**config.mk**
```make
export PLATFORM = sky130hd
export DESIGN_NAME = value_delay_line
export DESIGN_NICKNAME = d
export VERILOG_FILES = /design/src/rtl/value_line_pkg.sv /design/src/rtl/value_line_stage.sv /design/src/rtl/value_delay_line.sv
export SDC_FILE = /design/constraint.sdc
export NUM_CORES = 1
export LEC_CHECK = 0
export ABC_CLOCK_PERIOD_IN_PS = 2490
export CORE_ASPECT_RATIO = 1.2
export CORE_MARGIN = 5
export CORE_UTILIZATION = 47
export DETAILED_ROUTE_END_ITERATION = 16
export GPL_ROUTABILITY_DRIVEN = 0
export PLACE_DENSITY_LB_ADDON = 0.2
export SYNTH_ARGS = -nofsm -noshare
export SYNTH_HDL_FRONTEND = slang
export SYNTH_SLANG_ARGS = --single-unit
```
**constraint.sdc**
```tcl
create_clock -name sys_clock -period 2.49 [get_ports sys_clock]
set_input_delay 0.498 -clock sys_clock [delete_from_list [all_inputs] [get_ports sys_clock]]
set_output_delay 0.498 -clock sys_clock [all_outputs]
set_load 0.02 [all_outputs]
```
**src/rtl/value_line_pkg.sv**
```systemverilog
// Shared width-derivation helpers for the valid-qualified delay line.
// Width helpers take the depth as an argument so each instance derives its own tap/occupancy widths.
package value_line_pkg;

  function automatic int clog2(input int value);
    int r;
    r = 0;
    while ((1 << r) < value) r++;
    return r;
  endfunction

  // A single-stage line still needs a 1-bit tap select port.
  function automatic int tap_width(input int depth);
    return (depth > 1) ? clog2(depth) : 1;
  endfunction

  function automatic int occ_width(input int depth);
    return clog2(depth + 1);
  endfunction

endpackage

```
**src/rtl/value_line_stage.sv**
```systemverilog
// One {valid,data} register of the delay line: async reset, flush clears only
// the valid bit, stall holds both.
module value_line_stage #(
  parameter int WIDTH = 2
) (
  input  logic             clk,
  input  logic             rst,
  input  logic             stall,
  input  logic             flush,
  input  logic             in_valid,
  input  logic [WIDTH-1:0] in_data,
  output logic             out_valid,
  output logic [WIDTH-1:0] out_data
);

  always_ff @(posedge clk or posedge rst) begin
    if (rst) begin
      out_valid <= 1'b0;
      out_data  <= '0;
    end else if (flush) begin
      out_valid <= 1'b0;
    end else if (!stall) begin
      out_valid <= in_valid;
      out_data  <= in_data;
    end
  end

endmodule

```
**src/rtl/value_delay_line.sv**
```systemverilog
// Stallable, flushable valid-qualified delay line with a runtime output tap
// and an occupancy counter that tracks the number of valid stages.
module value_delay_line
  import value_line_pkg::*;
#(
  parameter int WIDTH = 2,
  parameter int DEPTH = 4,
  localparam int TAPW = tap_width(DEPTH),
  localparam int OCCW = occ_width(DEPTH)
) (
  input  logic             sys_clock,
  input  logic             sys_rst,
  input  logic             in_valid,
  input  logic [WIDTH-1:0] in_data,
  input  logic             stall,
  input  logic             flush,
  input  logic [TAPW-1:0]  tap_sel,
  output logic             out_valid,
  output logic [WIDTH-1:0] out_data,
  output logic [OCCW-1:0]  occ,
  output logic             full,
  output logic             empty
);

  typedef struct packed {
    logic             valid;
    logic [WIDTH-1:0] data;
  } stage_t;

  logic             vld      [DEPTH];
  logic [WIDTH-1:0] dat      [DEPTH];
  logic             feed_vld [DEPTH];
  logic [WIDTH-1:0] feed_dat [DEPTH];
  logic [OCCW-1:0]  occ_q;
  stage_t           tap;

  // Stage chain: stage 0 takes the input port, stage k takes stage k-1.
  for (genvar k = 0; k < DEPTH; k++) begin : g_stage
    if (k == 0) begin : g_head
      assign feed_vld[k] = in_valid;
      assign feed_dat[k] = in_data;
    end else begin : g_body
      assign feed_vld[k] = vld[k-1];
      assign feed_dat[k] = dat[k-1];
    end

    value_line_stage #(
      .WIDTH (WIDTH)
    ) u_stage (
      .clk       (sys_clock),
      .rst       (sys_rst),
      .stall     (stall),
      .flush     (flush),
      .in_valid  (feed_vld[k]),
      .in_data   (feed_dat[k]),
      .out_valid (vld[k]),
      .out_data  (dat[k])
    );
  end

  // Occupancy: a sample enters with in_valid and leaves from the last stage.
  always_ff @(posedge sys_clock or posedge sys_rst) begin
    if (sys_rst) begin
      occ_q <= '0;
    end else if (flush) begin
      occ_q <= '0;
    end else if (!stall) begin
      occ_q <= occ_q + OCCW'(in_valid) - OCCW'(vld[DEPTH-1]);
    end
  end

  // Tap indices beyond the last stage never match and fall back to it.
  always_comb begin
    tap = '{valid: vld[DEPTH-1], data: dat[DEPTH-1]};
    for (int k = 0; k < DEPTH; k++) begin
      if (tap_sel == TAPW'(k)) tap = '{valid: vld[k], data: dat[k]};
    end
  end

  assign out_valid = tap.valid;
  assign out_data  = tap.data;
  assign occ       = occ_q;
  assign full      = (occ_q == OCCW'(DEPTH));
  assign empty     = (occ_q == '0);

endmodule

```
# [Yosys cells after proc, flatten, opt, wreduce, memory -nomap -nowiden]
# Index checks and enable logic that the tools add are counted.
# W data, S select, Z words.
[classes] add_sub_neg=2 eq_ne=5 n_mux=14 bitwise_logic=2 n_reduce_logical=3
[op_table] cell="$mux W3" count=6
[op_table] cell="$mux W1" count=8
[op_table] cell="$eq A2 B2 Y1 const B" count=2
[op_table] cell="$add A3 B1 Y3" count=1
[op_table] cell="$eq A3 B3 Y1 const B" count=1
[op_table] cell="$logic_not A3 Y1" count=1
[op_table] cell="$sub A3 B1 Y3" count=1
[op_table] cell="$eq A2 B1 Y1 const B" count=1
[op_table] cell="$logic_not A2 Y1" count=1
[op_table] cell="$ne A2 B1 Y1 const B" count=1
[op_table] cell="$not A1 Y1" count=2
[op_table] cell="$reduce_and A2 Y1" count=1
[word_totals] reg_bits=15 out_inout_bits=8

# [Longest topological paths before layout]
# Gate-level depths: netlist of run 1.
[logic_depth] word_depth=5 depth_mapped=9 mapped_depth_nobuf=9

# [Modules after synthesis]
# From an unflattened synthesis of run 1, not the netlist that was laid out.
[hier_totals] cells_unflattened=60 area_unflattened_um2=742.0
[by_module_without_submodules] module="value_line_stage" instances=4 cells_each=9 area_per_inst_um2=118.9
[by_module_without_submodules] module="value_delay_line" instances=1 cells_each=24 area_per_inst_um2=266.5

# [Least setup slack after synthesis of run 1]
# No wires, ideal clock.
[synth_timing] path_kind="register to register" start="reg occ_q[0] (netlist: occ[0])" end="reg occ_q[2] (netlist: occ[2])" setup_time_ns=0.077 t_arrival_ns=1.966 setup_slack_ns=0.447 path_stages_with_launch=10 path_buffers=0 synth_period_minus_slack_ns=2.043 cell_sequence="dfrtp_1 > inv_1 > ha_1 > inv_1 > ha_1 > inv_1 > fa_1 > xnor2_1 > or3_1 > a21oi_1"
[synth_via] elab_chain_cells=4
[synth_rtl] item="from (decl)" line_no="value_delay_line.sv:34" rtl="logic [OCCW-1:0] occ_q;"
[synth_rtl] item="from (signal assigned)" line_no="value_delay_line.sv:68" rtl="occ_q <= occ_q + OCCW'(in_valid) - OCCW'(vld[DEPTH-1]);"
[synth_rtl] item="$add A3 B1 Y3" line_no="value_delay_line.sv:68"
[synth_rtl] item="$sub A3 B1 Y3" line_no="value_delay_line.sv:68"
[synth_rtl] item="$mux W3" line_no="value_delay_line.sv:67" rtl="end else if (!stall) begin"
[synth_rtl] item="$mux W3" line_no="value_delay_line.sv:65" rtl="end else if (flush) begin"
# Every way passes these cells. The select of a mux whose other input is x is not followed.
# A chain may end at the register's enable or synchronous reset.

# [Worst setup path after layout of run 1]
[layout_timing] start="in tap_sel[0]" end="out out_data[0]"
[layout_via] elab_chain_cells=5 word_cells_on_any_way=8
[layout_rtl] item="from (decl)" line_no="value_delay_line.sv:17" rtl="input logic [TAPW-1:0] tap_sel,"
[layout_rtl] item="$logic_not A2 Y1" line_no="value_delay_line.sv:76" rtl="if (tap_sel == TAPW'(k)) tap = '{valid: vld[k], data: dat[k]};"
[layout_rtl] item="$mux W3 (3 in series)" line_no="value_delay_line.sv:76"
[layout_rtl] item="$mux W3 *" line_no="value_delay_line.sv:76"
[layout_rtl] item="to (decl)" line_no="value_delay_line.sv:19" rtl="output logic [WIDTH-1:0] out_data,"
# Mark *: on every way between the ends. The rest lies on a longest branch, timed or not.

==> flow_summary.json, run 1 <==
{
  "synth_top_cell_area_share_pct": 51.2,
  "total_nets_final": 87,
  "drv_slew": 0,
  "placed_cell_area_um2": 912,
  "setup_viol": 0,
  "finalWorstSetupSlack_ns": 0.289,
  "worst-slew-pin-transition_ns": 0.553,
  "maxSlewHeadroom_pct": 63.1,
  "ant_nets": 0,
  "leakage_uw": 0.000430,
  "worst_hold_path_type": "flop to flop",
  "fmaxAchievable_mhz": 454,
  "worstPathArrival_ns": 1.70,
  "cellPowerDensity_mw_per_mm2": 650,
  "sum_of_overflow_across_all_layers_after_global_routing": 0,
  "io_pins": 17,
  "number_of_cells_on_the_worst_hold_path": 1,
  "run_status": "finished clean",
  "cts-htree-levels": 1,
  "max-clock-path-buffers": 2,
  "grt_antenna_before_repair": 0,
  "grt_pass1_wl_mm": 2.24,
  "report.final.hold_viol_count": 0,
  "drt-pass1-iter-count": 1,
  "die_height_um": 53.3,
  "post_synth_instance_area_um2": 733,
  "via_count_of_the_first_global_routing_pass": 515,
  "path_delay_family": "buffers and inverters",
  "startpoint_type": "input port",
  "syn-instance-count": 55,
  "syn_area_per_cell_um2": 13.3,
  "antenna_cells_inserted": 0,
  "root_buffer": "sky130_fd_sc_hd__clkbuf_4",
  "overall_die_area_mm2": 0.00245,
  "drt_first_iter_violations": 0,
  "pin_count_of_the_biggest_net_entering_global_routing": 16,
  "dpl.hpwl_um": 970,
  "port_buffers": 16,
  "synth_seq_cells": 15,
  "worstPathBufferInverterCount": 2,
  "setup_repair_after_global_routing_missed_its_margin": "no",
  "reg2regPathDepth": 9,
  "timing.critical_path.slowest_stage_cell": "sky130_fd_sc_hd__clkdlybuf4s50_1",
  "die_width_um": 46.1,
  "fraction_of_layout_instances_using_a_drive_strength_above_1_pct": 21.6,
  "critical_path.startpoint": "tap_sel[0]",
  "period_share_pct": 88.4,
  "area_growth_pct": 27.8,
  "post-place-ws_ns": -0.185,
  "drt-wirelength-per-cell_um": 14.0,
  "synth.top_cells.by_area": "sky130_fd_sc_hd__dfrtp_1 (51%), sky130_fd_sc_hd__mux2_2 (12%), sky130_fd_sc_hd__mux4_2 (9.2%)",
  "floorplan.core_area_mm2": 0.00146,
  "critical_path.max_stage_delay_ns": 0.55,
  "setup.worst_path.class": "input port to primary output",
  "synth_cell_types": 16,
  "clock_pin_slew_worst_setup_and_hold_paths_ns": 0.08,
  "hold-worst-slack_ns": 0.513,
  "cap_violations": 0,
  "sequential_to_total_area_share_from_yosys_stat_pct": 51.2,
  "worst-r2r-setup-slack_ns": 0.47,
  "synth-warning-count": 0,
  "ir_worst_vdd_mv": 0.313,
  "placementRows": 15,
  "syn_nets": 67,
  "regToRegEndpoint": "occ[2]",
  "endpoint_kind": "primary output",
  "path_cells": "clkdlybuf4s50_1 -> mux4_2 -> dlygate4sd2_1",
  "clkSinkCount": 15,
  "final_period_minus_worst_setup_slack_ns": 2.20,
  "cts_post_setup_buffers_inserted": 0,
  "grt.total_usage_pct": 14.0,
  "finalInstanceArea_um2": 937,
  "worst_skew_pair.late_latency_ns": 0.29,
  "num_vias": 477,
  "fillCellCount": 130,
  "hold_path.startpoint": "g_stage[3].u_stage.out_data[1]",
  "start_util_pct": 50.1,
  "route.final.wire_length_mm": 1.27,
  "tritoncts": "done",
  "whs_endpoint": "g_stage[3].u_stage.out_data[1]",
  "fin_tns_setup_ns": 0,
  "clock_skew_ns": 0.00276,
  "post_drt_via_cell_ratio": 5.24,
  "r2r_start": "occ[0]",
  "post-route-drc-count": 0,
  "cts_inserted_buffers": 3,
  "synthDominantAreaCellType": "sky130_fd_sc_hd__dfrtp_1",
  "cp_required_ns": 1.99,
  "cp_max_fo": 3
}
## area by class of cell
class / instances / area, um^2 / area share [%]
flip-flops and latches: 15 / 375 / 40.1
inverters: 4 / 15.0 / 1.60
repair buffers: 17 / 166 / 17.8
clock buffers: 4 / 26.3 / 2.80
multi-input cells: 34 / 333 / 35.5
well taps: 17 / 21.3 / 2.27
## worst max path at each step
stage,end,slack [ns],cells past startpoint
after global routing,out_data[0],0.26,3
after CTS,out_data[0],0.03,3
after global placement,out_data[0],-0.19,3
after floorplan,occ[2],0.45,9
final,out_data[0],0.29,3
after detailed placement,out_data[0],-0.18,3
## metal layers
metal / share of wire (%) / global-route usage [%] / wire, um
met3: 7.5 / 5.10 / 96
met1: 40 / 14.8 / 507
met4: 4.3 / 11.4 / 55
met2: 48 / 21.6 / 615
met5: 0 / 0 / 0
## cell families (layout without fill, tap and decap cells)
kind of cell | Yosys count | after routing | synth area share (%)
muxes | 16 | 16 | 28.3
DFF | 15 | 15 | 51.2
and+or+nand+nor | 11 | 11 | 7.68
buffers and inverters | 6 | 25 | 3.41
adders and majority gates | 3 | 3 | 6.14
AOI/OAI and AO/OA | 3 | 3 | 2.05
xor gates and xnor gates | 1 | 1 | 1.19
## what timing repair did
action | in CTS | in global routing
gates resized for setup | 3 | 1
setup endpoints to repair | 3 | 1
pin swaps | 0 | 0
endpoints found under the hold margin | 0 | 0
hold buffers | 0 | 0
## cell usage in the layout (no fill, tap or decap), drive strengths merged
cell type and count:
nor3 1, nor3b 1, a21oi 2, o21ai 1, ha 2, dlymetal6s2s 1
nor2 8, dfrtp 15, fa 1, mux2 8, buf 1, mux4 3
dlygate4sd2 3, xnor2 1, inv 4, clkdlybuf4s50 12, clkbuf 4, mux2i 5
or3 1
## through the flow
step / total power [uW] / utilization (%) / std cells
6_report: 609 / 64.0 / 91
5_1_grt: 653 / 64.0 / 91
2_1_floorplan: 414 / - / 55
4_1_cts: 618 / 63.8 / 91
3_5_place_dp: 482 / 62.3 / 87
3_3_place_gp: 477 / 62.3 / 87
## worst reg2reg max path: stages (launching register included)
cell	delay, ns
sky130_fd_sc_hd__dfrtp_1	0.41
sky130_fd_sc_hd__inv_1	0.06
sky130_fd_sc_hd__ha_1	0.29
sky130_fd_sc_hd__inv_1	0.06
sky130_fd_sc_hd__ha_1	0.13
sky130_fd_sc_hd__inv_1	0.05
sky130_fd_sc_hd__fa_1	0.37
sky130_fd_sc_hd__xnor2_1	0.15
sky130_fd_sc_hd__or3_1	0.31
sky130_fd_sc_hd__a21oi_1	0.14
## synth_stat cells
library cell	number
sky130_fd_sc_hd__a21oi_1	2
sky130_fd_sc_hd__buf_2	2
sky130_fd_sc_hd__dfrtp_1	15
sky130_fd_sc_hd__fa_1	1
sky130_fd_sc_hd__ha_1	2
sky130_fd_sc_hd__inv_1	4
sky130_fd_sc_hd__mux2_2	8
sky130_fd_sc_hd__mux2i_1	5
sky130_fd_sc_hd__mux4_2	3
sky130_fd_sc_hd__nor2_1	7
sky130_fd_sc_hd__nor2_4	1
sky130_fd_sc_hd__nor3_1	1
sky130_fd_sc_hd__nor3b_1	1
sky130_fd_sc_hd__o21ai_0	1
sky130_fd_sc_hd__or3_1	1
sky130_fd_sc_hd__xnor2_1	1
## sequential cells by signal (all words and copies together) (netlist names)
name                       count
g_stage.u_stage.out_data       8
g_stage.u_stage.out_valid      4
occ                            3
## report_power, final
group,total (uW),leakage (uW),switching [uW],internal [uW]
logic,152,0.000224,63.9,88.2
registers,315,0.000191,29.4,285
clock network,142,0.0000150,79.7,62.4
Note: power is estimated with default switching activity, not from simulation.
==> run 2, diff against run 1 <==
- ABC_AREA: not set -> 1
- CORE_UTILIZATION: 47 -> 48
==> run 2 against run 1 <==
Effect of this change:
- core utilization shrank 1.1 points
- non-clock buffer count grew 4
- power shrank 8.9%
- critical endpoint unchanged
- highest routed layer unchanged
==> flow_summary.json, run 2 <==
{
  "antenna_cells_inserted": 0,
  "synthDominantAreaCellType": "sky130_fd_sc_hd__dfrtp_1",
  "synth_enable_flop_cells": 0,
  "endpoint_kind": "primary output",
  "ant_nets": 0,
  "placementRows": 16,
  "finalInstanceArea_um2": 995,
  "syn-instance-count": 95,
  "synth-main-ff-cell": "sky130_fd_sc_hd__dfrtp_1",
  "ir_worst_vdd_mv": 0.347,
  "register_bank_with_the_most_flops": "g_stage.u_stage.out_data",
  "critical_path.max_stage_delay_ns": 0.52,
  "worst-slew-pin-transition_ns": 0.567,
  "via_count_of_the_first_global_routing_pass": 666,
  "setup.worst_path.class": "input port to primary output",
  "start_util_pct": 49.1,
  "cp_max_fo": 4,
  "synth_top_cell_area_share_pct": 48.4,
  "sequential_to_total_area_share_from_yosys_stat_pct": 48.4,
  "asyncSetResetFlopFracSynth_pct": 100,
  "cp_required_ns": 1.99,
  "multi_input_logic_area_um2": 320,
  "tritoncts": "done",
  "io_pins": 17,
  "clock_skew_ns": 0.00384,
  "post_synth_and_or_nand_nor_area_fraction_pct": 27.1,
  "path_cells": "clkdlybuf4s50_1 -> inv_1 -> nor2_1 -> nand2_1 -> nand4_1 -> dlygate4sd2_1",
  "setup_viol": 0,
  "fin_cells": 135,
  "num_vias": 675,
  "cts_hold_buf": 0,
  "grt_antenna_before_repair": 0,
  "synth-warning-count": 0,
  "post_synth_instance_area_um2": 776,
  "final_common_cell": "sky130_fd_sc_hd__nand2_1",
  "drt-wirelength-per-cell_um": 12.3,
  "route.final.wire_length_mm": 1.66,
  "synthMuxAreaShare_pct": 0,
  "worst_skew_pair.late_latency_ns": 0.29,
  "layout_common_cells": "sky130_fd_sc_hd__nand2_1 (29), sky130_fd_sc_hd__dfrtp_1 (15), sky130_fd_sc_hd__inv_1 (14)",
  "run_status": "finished clean",
  "final_period_minus_worst_setup_slack_ns": 2.28,
  "cellPowerDensity_mw_per_mm2": 558,
  "grt_pass1_wl_mm": 2.79,
  "cts-htree-levels": 1,
  "clkSinkCount": 15,
  "post_drt_via_cell_ratio": 5.00,
  "fraction_of_layout_instances_using_a_drive_strength_above_1_pct": 11.1,
  "pin_count_of_the_biggest_net_entering_global_routing": 16,
  "largest_family_of_logic_cells_by_synthesized_area": "simple AND/OR/NAND/NOR gates",
  "root_buffer": "sky130_fd_sc_hd__clkbuf_4",
  "cts_inserted_buffers": 3,
  "report.final.hold_viol_count": 0,
  "drv_slew": 0,
  "sum_of_overflow_across_all_layers_after_global_routing": 0,
  "wirelength_met1_um": 697,
  "worst_hold_path_type": "flop to flop",
  "max-clock-path-buffers": 2,
  "synth_compound_gate_area_share_pct": 8.39,
  "largest_register_ff_count": 8,
  "highest-signal-layer": "met4",
  "post-place-cells": 131,
  "placed_cell_area_um2": 972,
  "cap_violations": 0,
  "drt_first_iter_violations": 10,
  "dpl.hpwl_mm": 1.28,
  "leakage_uw": 0.000492,
  "fillCellCount": 157,
  "wl_met2_um": 829,
  "grt.total_usage_pct": 16.3,
  "post-synth-top-count-cell": "sky130_fd_sc_hd__nand2_1",
  "floorplan.core_area_mm2": 0.00158,
  "maxSlewHeadroom_pct": 62.2,
  "die_height_um": 54.0,
  "register_area_um2": 375,
  "port_buffers": 16,
  "setup_repair_after_global_routing_missed_its_margin": "no",
  "startpoint_type": "input port",
  "synth_fa_ha_area_share_pct": 5.81,
  "area_growth_pct": 28.2,
  "timing.critical_path.slowest_stage_cell": "sky130_fd_sc_hd__clkdlybuf4s50_1",
  "worstPathArrival_ns": 1.78,
  "post-route-drc-count": 0,
  "synth_seq_cells": 15,
  "yosys.area_share.xor_xnor_pct": 0,
  "synth.top_cells.by_area": "sky130_fd_sc_hd__dfrtp_1 (48%), sky130_fd_sc_hd__nand2_1 (14%), sky130_fd_sc_hd__inv_1 (6.8%)",
  "detailroute.wirelength.met3_um": 107,
  "syn_nets": 107,
  "cts_post_setup_buffers_inserted": 0,
  "total_nets_final": 130,
  "die_width_um": 46.7,
  "synth_cell_types": 18,
  "ys_top_cells_by_count": "sky130_fd_sc_hd__nand2_1 (29), sky130_fd_sc_hd__dfrtp_1 (15), sky130_fd_sc_hd__inv_1 (14)",
  "fmaxAchievable_mhz": 439,
  "overall_die_area_mm2": 0.00252,
  "clock_pin_slew_worst_setup_and_hold_paths_ns": 0.08,
  "drt-pass1-iter-count": 4,
  "period_share_pct": 91.5,
  "syn_area_per_cell_um2": 8.17,
  "post_cts.resized_instances": 3
}
run 2: cell count changes after synthesis, moves of 4 or more:
cell,before,now
sky130_fd_sc_hd__inv_1,4,14
sky130_fd_sc_hd__nand4_1,0,4
sky130_fd_sc_hd__mux2_2,8,0
sky130_fd_sc_hd__nand3_1,0,7
sky130_fd_sc_hd__mux2i_1,5,0
sky130_fd_sc_hd__nand2_1,0,29
run 2: cell type report:
cell class	count	area share [%]
timing repair buffer	21	19.5
multi-input combinational	62	32.2
sequential	15	37.7
inverter	15	5.66
clock buffer	4	2.64
tap	18	2.26
run 2: cell families after synthesis:
| group | Yosys count |
|---|---|
| simple gates | 49 |
| fa+ha+maj | 3 |
| buf+inv | 18 |
| flops | 15 |
| compound gates | 10 |
run 2: critical path: cells and delay by family:
family | cells | cell delay, ns
simple gates | 3 | 0.36
buf+inv | 3 | 0.93
run 2: worst paths after layout:
| kind | endpoint | slack (ns) | depth (start not counted) | start |
|---|---|---|---|---|
| max in group asynchronous | g_stage[2].u_stage.out_valid | 1.56 | 2 | sys_rst |
| min | g_stage[3].u_stage.out_data[1] | 0.50 | 2 | g_stage[3].u_stage.out_data[1] |
| min in group asynchronous | occ[1] | 0.56 | 2 | sys_rst |
| min reg2reg | g_stage[3].u_stage.out_data[1] | 0.50 | 2 | g_stage[3].u_stage.out_data[1] |
| max reg2reg | occ[2] | 0.69 | 11 | occ[0] |
| max | out_data[0] | 0.21 | 6 | tap_sel[1] |
run 2: layer usage:
metal,GRT usage (%),up-vias
li1,-,347
met1,18.7,310
met2,26.1,14
met3,4.01,4
met4,11.5,0
met5,0,-
run 2: where the power goes:
part / internal, uW / total [uW] / switching, uW / leakage [uW]
Sequential: 270 / 291 / 21.2 / 0.000198
Combinational: 56.7 / 125 / 68.5 / 0.000280
Clock: 62.3 / 139 / 76.7 / 0.0000150
run 2: stage by stage:
step	TNS, ns	hold slack, ns	util, %	setup WS (ns)	power (uW)
floorplan	0	0.399	-	0.652	366
global placement	-0.0190	0.472	61.5	-0.0163	423
detailed placement	-0.150	0.483	61.5	-0.0657	427
CTS	0	0.504	62.9	0.204	561
global route	0	0.525	62.9	0.131	588
finish	0	0.501	62.9	0.213	555
==> run 3, diff against run 2 <==
- PLACE_DENSITY_LB_ADDON: 0.2 -> 0.3
- SLEW_MARGIN: not set -> 25
==> run 3 against run 2 <==
Effect of this change:
- sequential power hardly changed
- largest cell class unchanged
- combinational power hardly changed
- count of clock-buffer cells in the layout is 1 lower
- register-to-register slack worse by 0.02 ns
- via count is 0.30% lower
- power is 0.27% higher
- global-route usage is 0.58 points higher
- first-iteration DRC count is 30% higher
- final cell count is 0.74% lower
- setup slack worse by 0.032 ns
- design area is 0.63% lower
- critical endpoint unchanged
- sequential share of layout area is 0.24 points higher
==> flow_summary.json, run 3 (synthesis gave the netlist of run 2 again) <==
{
  "run_status": "finished clean",
  "area_growth_pct": 27.4,
  "layout.core_utilization_pct": 62.5,
  "antenna_cells_inserted": 0,
  "tritoncts": "done",
  "via_count_of_the_first_global_routing_pass": 670,
  "grt_antenna_before_repair": 0,
  "register_area_um2": 375,
  "cts-htree-levels": 1,
  "die_height_um": 54.0,
  "total_nets_final": 129,
  "max-clock-path-buffers": 2,
  "num_vias": 673,
  "endpoint_kind": "primary output",
  "dpl.hpwl_mm": 1.26,
  "startpoint_type": "input port",
  "cts_inserted_buffers": 3,
  "clock_skew_ns": 0.00589,
  "ant_nets": 0,
  "post-place-ws_ns": -0.0765,
  "finalInstanceArea_um2": 988,
  "drt-wirelength-per-cell_um": 12.3,
  "report.final.hold_viol_count": 0,
  "worst_hold_path_type": "flop to flop",
  "fraction_of_layout_instances_using_a_drive_strength_above_1_pct": 11.2,
  "leakage_uw": 0.000490,
  "cp_max_fo": 3,
  "fmaxAchievable_mhz": 433,
  "reg2regPathDepth": 11,
  "drv_slew": 0,
  "overall_die_area_mm2": 0.00252,
  "setup_viol": 0,
  "worst_skew_pair.late_latency_ns": 0.29,
  "register_bank_with_the_most_flops": "g_stage.u_stage.out_data",
  "fillCellCount": 140,
  "root_buffer": "sky130_fd_sc_hd__clkbuf_4",
  "grt_pass1_wl_mm": 2.88,
  "multi_input_logic_area_um2": 320,
  "placed_cell_area_um2": 965,
  "drt_first_iter_violations": 13,
  "placementRows": 16,
  "hold_path.startpoint": "g_stage[3].u_stage.out_data[0]",
  "fin_tns_setup_ns": 0,
  "sum_of_overflow_across_all_layers_after_global_routing": 0,
  "ir_worst_vdd_mv": 0.361,
  "io_pins": 17,
  "setup_repair_after_global_routing_missed_its_margin": "no",
  "largest_register_ff_count": 8,
  "number_of_cells_on_the_worst_hold_path": 2,
  "final_common_cell": "sky130_fd_sc_hd__nand2_1",
  "floorplan.core_area_mm2": 0.00158,
  "cts_hold_buf": 0,
  "whs_endpoint": "g_stage[3].u_stage.out_data[0]",
  "final_period_minus_worst_setup_slack_ns": 2.31,
  "route.final.wire_length_mm": 1.65,
  "grt.total_usage_pct": 16.9,
  "worstPathArrival_ns": 1.81,
  "pin_count_of_the_biggest_net_entering_global_routing": 16,
  "regToRegEndpoint": "occ[2]",
  "clkSinkCount": 15,
  "start_util_pct": 49.1,
  "hold-worst-slack_ns": 0.505,
  "maxSlewHeadroom_pct": 62.9,
  "post_drt_via_cell_ratio": 5.02,
  "cellPowerDensity_mw_per_mm2": 563,
  "setup.worst_path.class": "input port to primary output",
  "cp_required_ns": 1.99,
  "clock_pin_slew_worst_setup_and_hold_paths_ns": 0.09,
  "cap_violations": 0,
  "period_share_pct": 92.8,
  "drt-pass1-iter-count": 4,
  "worst-slew-pin-transition_ns": 0.557,
  "layout_common_cells": "sky130_fd_sc_hd__nand2_1 (29), sky130_fd_sc_hd__dfrtp_1 (15), sky130_fd_sc_hd__inv_1 (14)",
  "die_width_um": 46.7,
  "worst-r2r-setup-slack_ns": 0.67,
  "r2r_start": "occ[0]",
  "finalWorstSetupSlack_ns": 0.180,
  "port_buffers": 16,
  "post-route-drc-count": 0
}
[run 3: cell count changes in the layout (fill, tap and decap cells not counted)]
| cell | delta |
|---|---|
| sky130_fd_sc_hd__buf_4 | -1 |
| sky130_fd_sc_hd__clkbuf_1 | -1 |
| sky130_fd_sc_hd__clkinv_2 | +1 |
[run 3: repair_timing]
| action | CTS | global route |
|---|---|---|
| endpoints found under the hold margin | 0 | 0 |
| setup endpoints to repair | 3 | 0 |
| gates resized for setup | 3 | 0 |
| setup buffers | 0 | 0 |
[run 3: worst max path at each step]
stage                     cells past startpoint          end       start  slack, ns
after floorplan                              11       occ[2]      occ[0]       0.65
after global placement                        6  out_data[1]  tap_sel[1]      -0.02
after detailed placement                      6  out_data[0]  tap_sel[1]      -0.08
after CTS                                     6  out_data[0]  tap_sel[1]       0.19
after global routing                          6  out_data[1]  tap_sel[1]       0.05
final                                         6  out_data[0]  tap_sel[1]       0.18
[run 3: metrics by stage]
step | cells | power [uW]
2_1_floorplan | 95 | 366
6_report | 134 | 556
3_5_place_dp | 130 | 424
3_3_place_gp | 130 | 422
5_1_grt | 134 | 590
4_1_cts | 134 | 561
[run 3: cell type report]
type	instances	area share, %
clock buffer	3	2.28
clock inverter	1	0.506
inverter	15	5.70
multi-input combinational	62	32.4
sequential	15	38.0
tap	18	2.28
timing repair buffer	20	18.9
[run 3: report_power, final]
part / internal, uW / switching, uW / total [uW]
combinational: 55.6 / 68.7 / 124
sequential: 270 / 20.2 / 290
clock: 59.8 / 82.6 / 142
total: 385 / 172 / 556
[run 3: per-layer routing]
metal  share of wire [%]  wire (um)  vias up  global-route usage [%]
met5                   0          0        -                       0
met4                 3.7         61        0                    13.8
met3                 5.9         97        4                    2.34
met2                  47        777       20                    28.0
met1                  43        716      304                    18.8
li1                    -          -      345                       -
[run 3: critical path, stage by stage]
cell	delay (ns)
sky130_fd_sc_hd__clkdlybuf4s50_1	0.53
sky130_fd_sc_hd__inv_1	0.07
sky130_fd_sc_hd__nor2_1	0.20
sky130_fd_sc_hd__nand2_1	0.08
sky130_fd_sc_hd__nand4_1	0.09
sky130_fd_sc_hd__dlygate4sd2_1	0.34
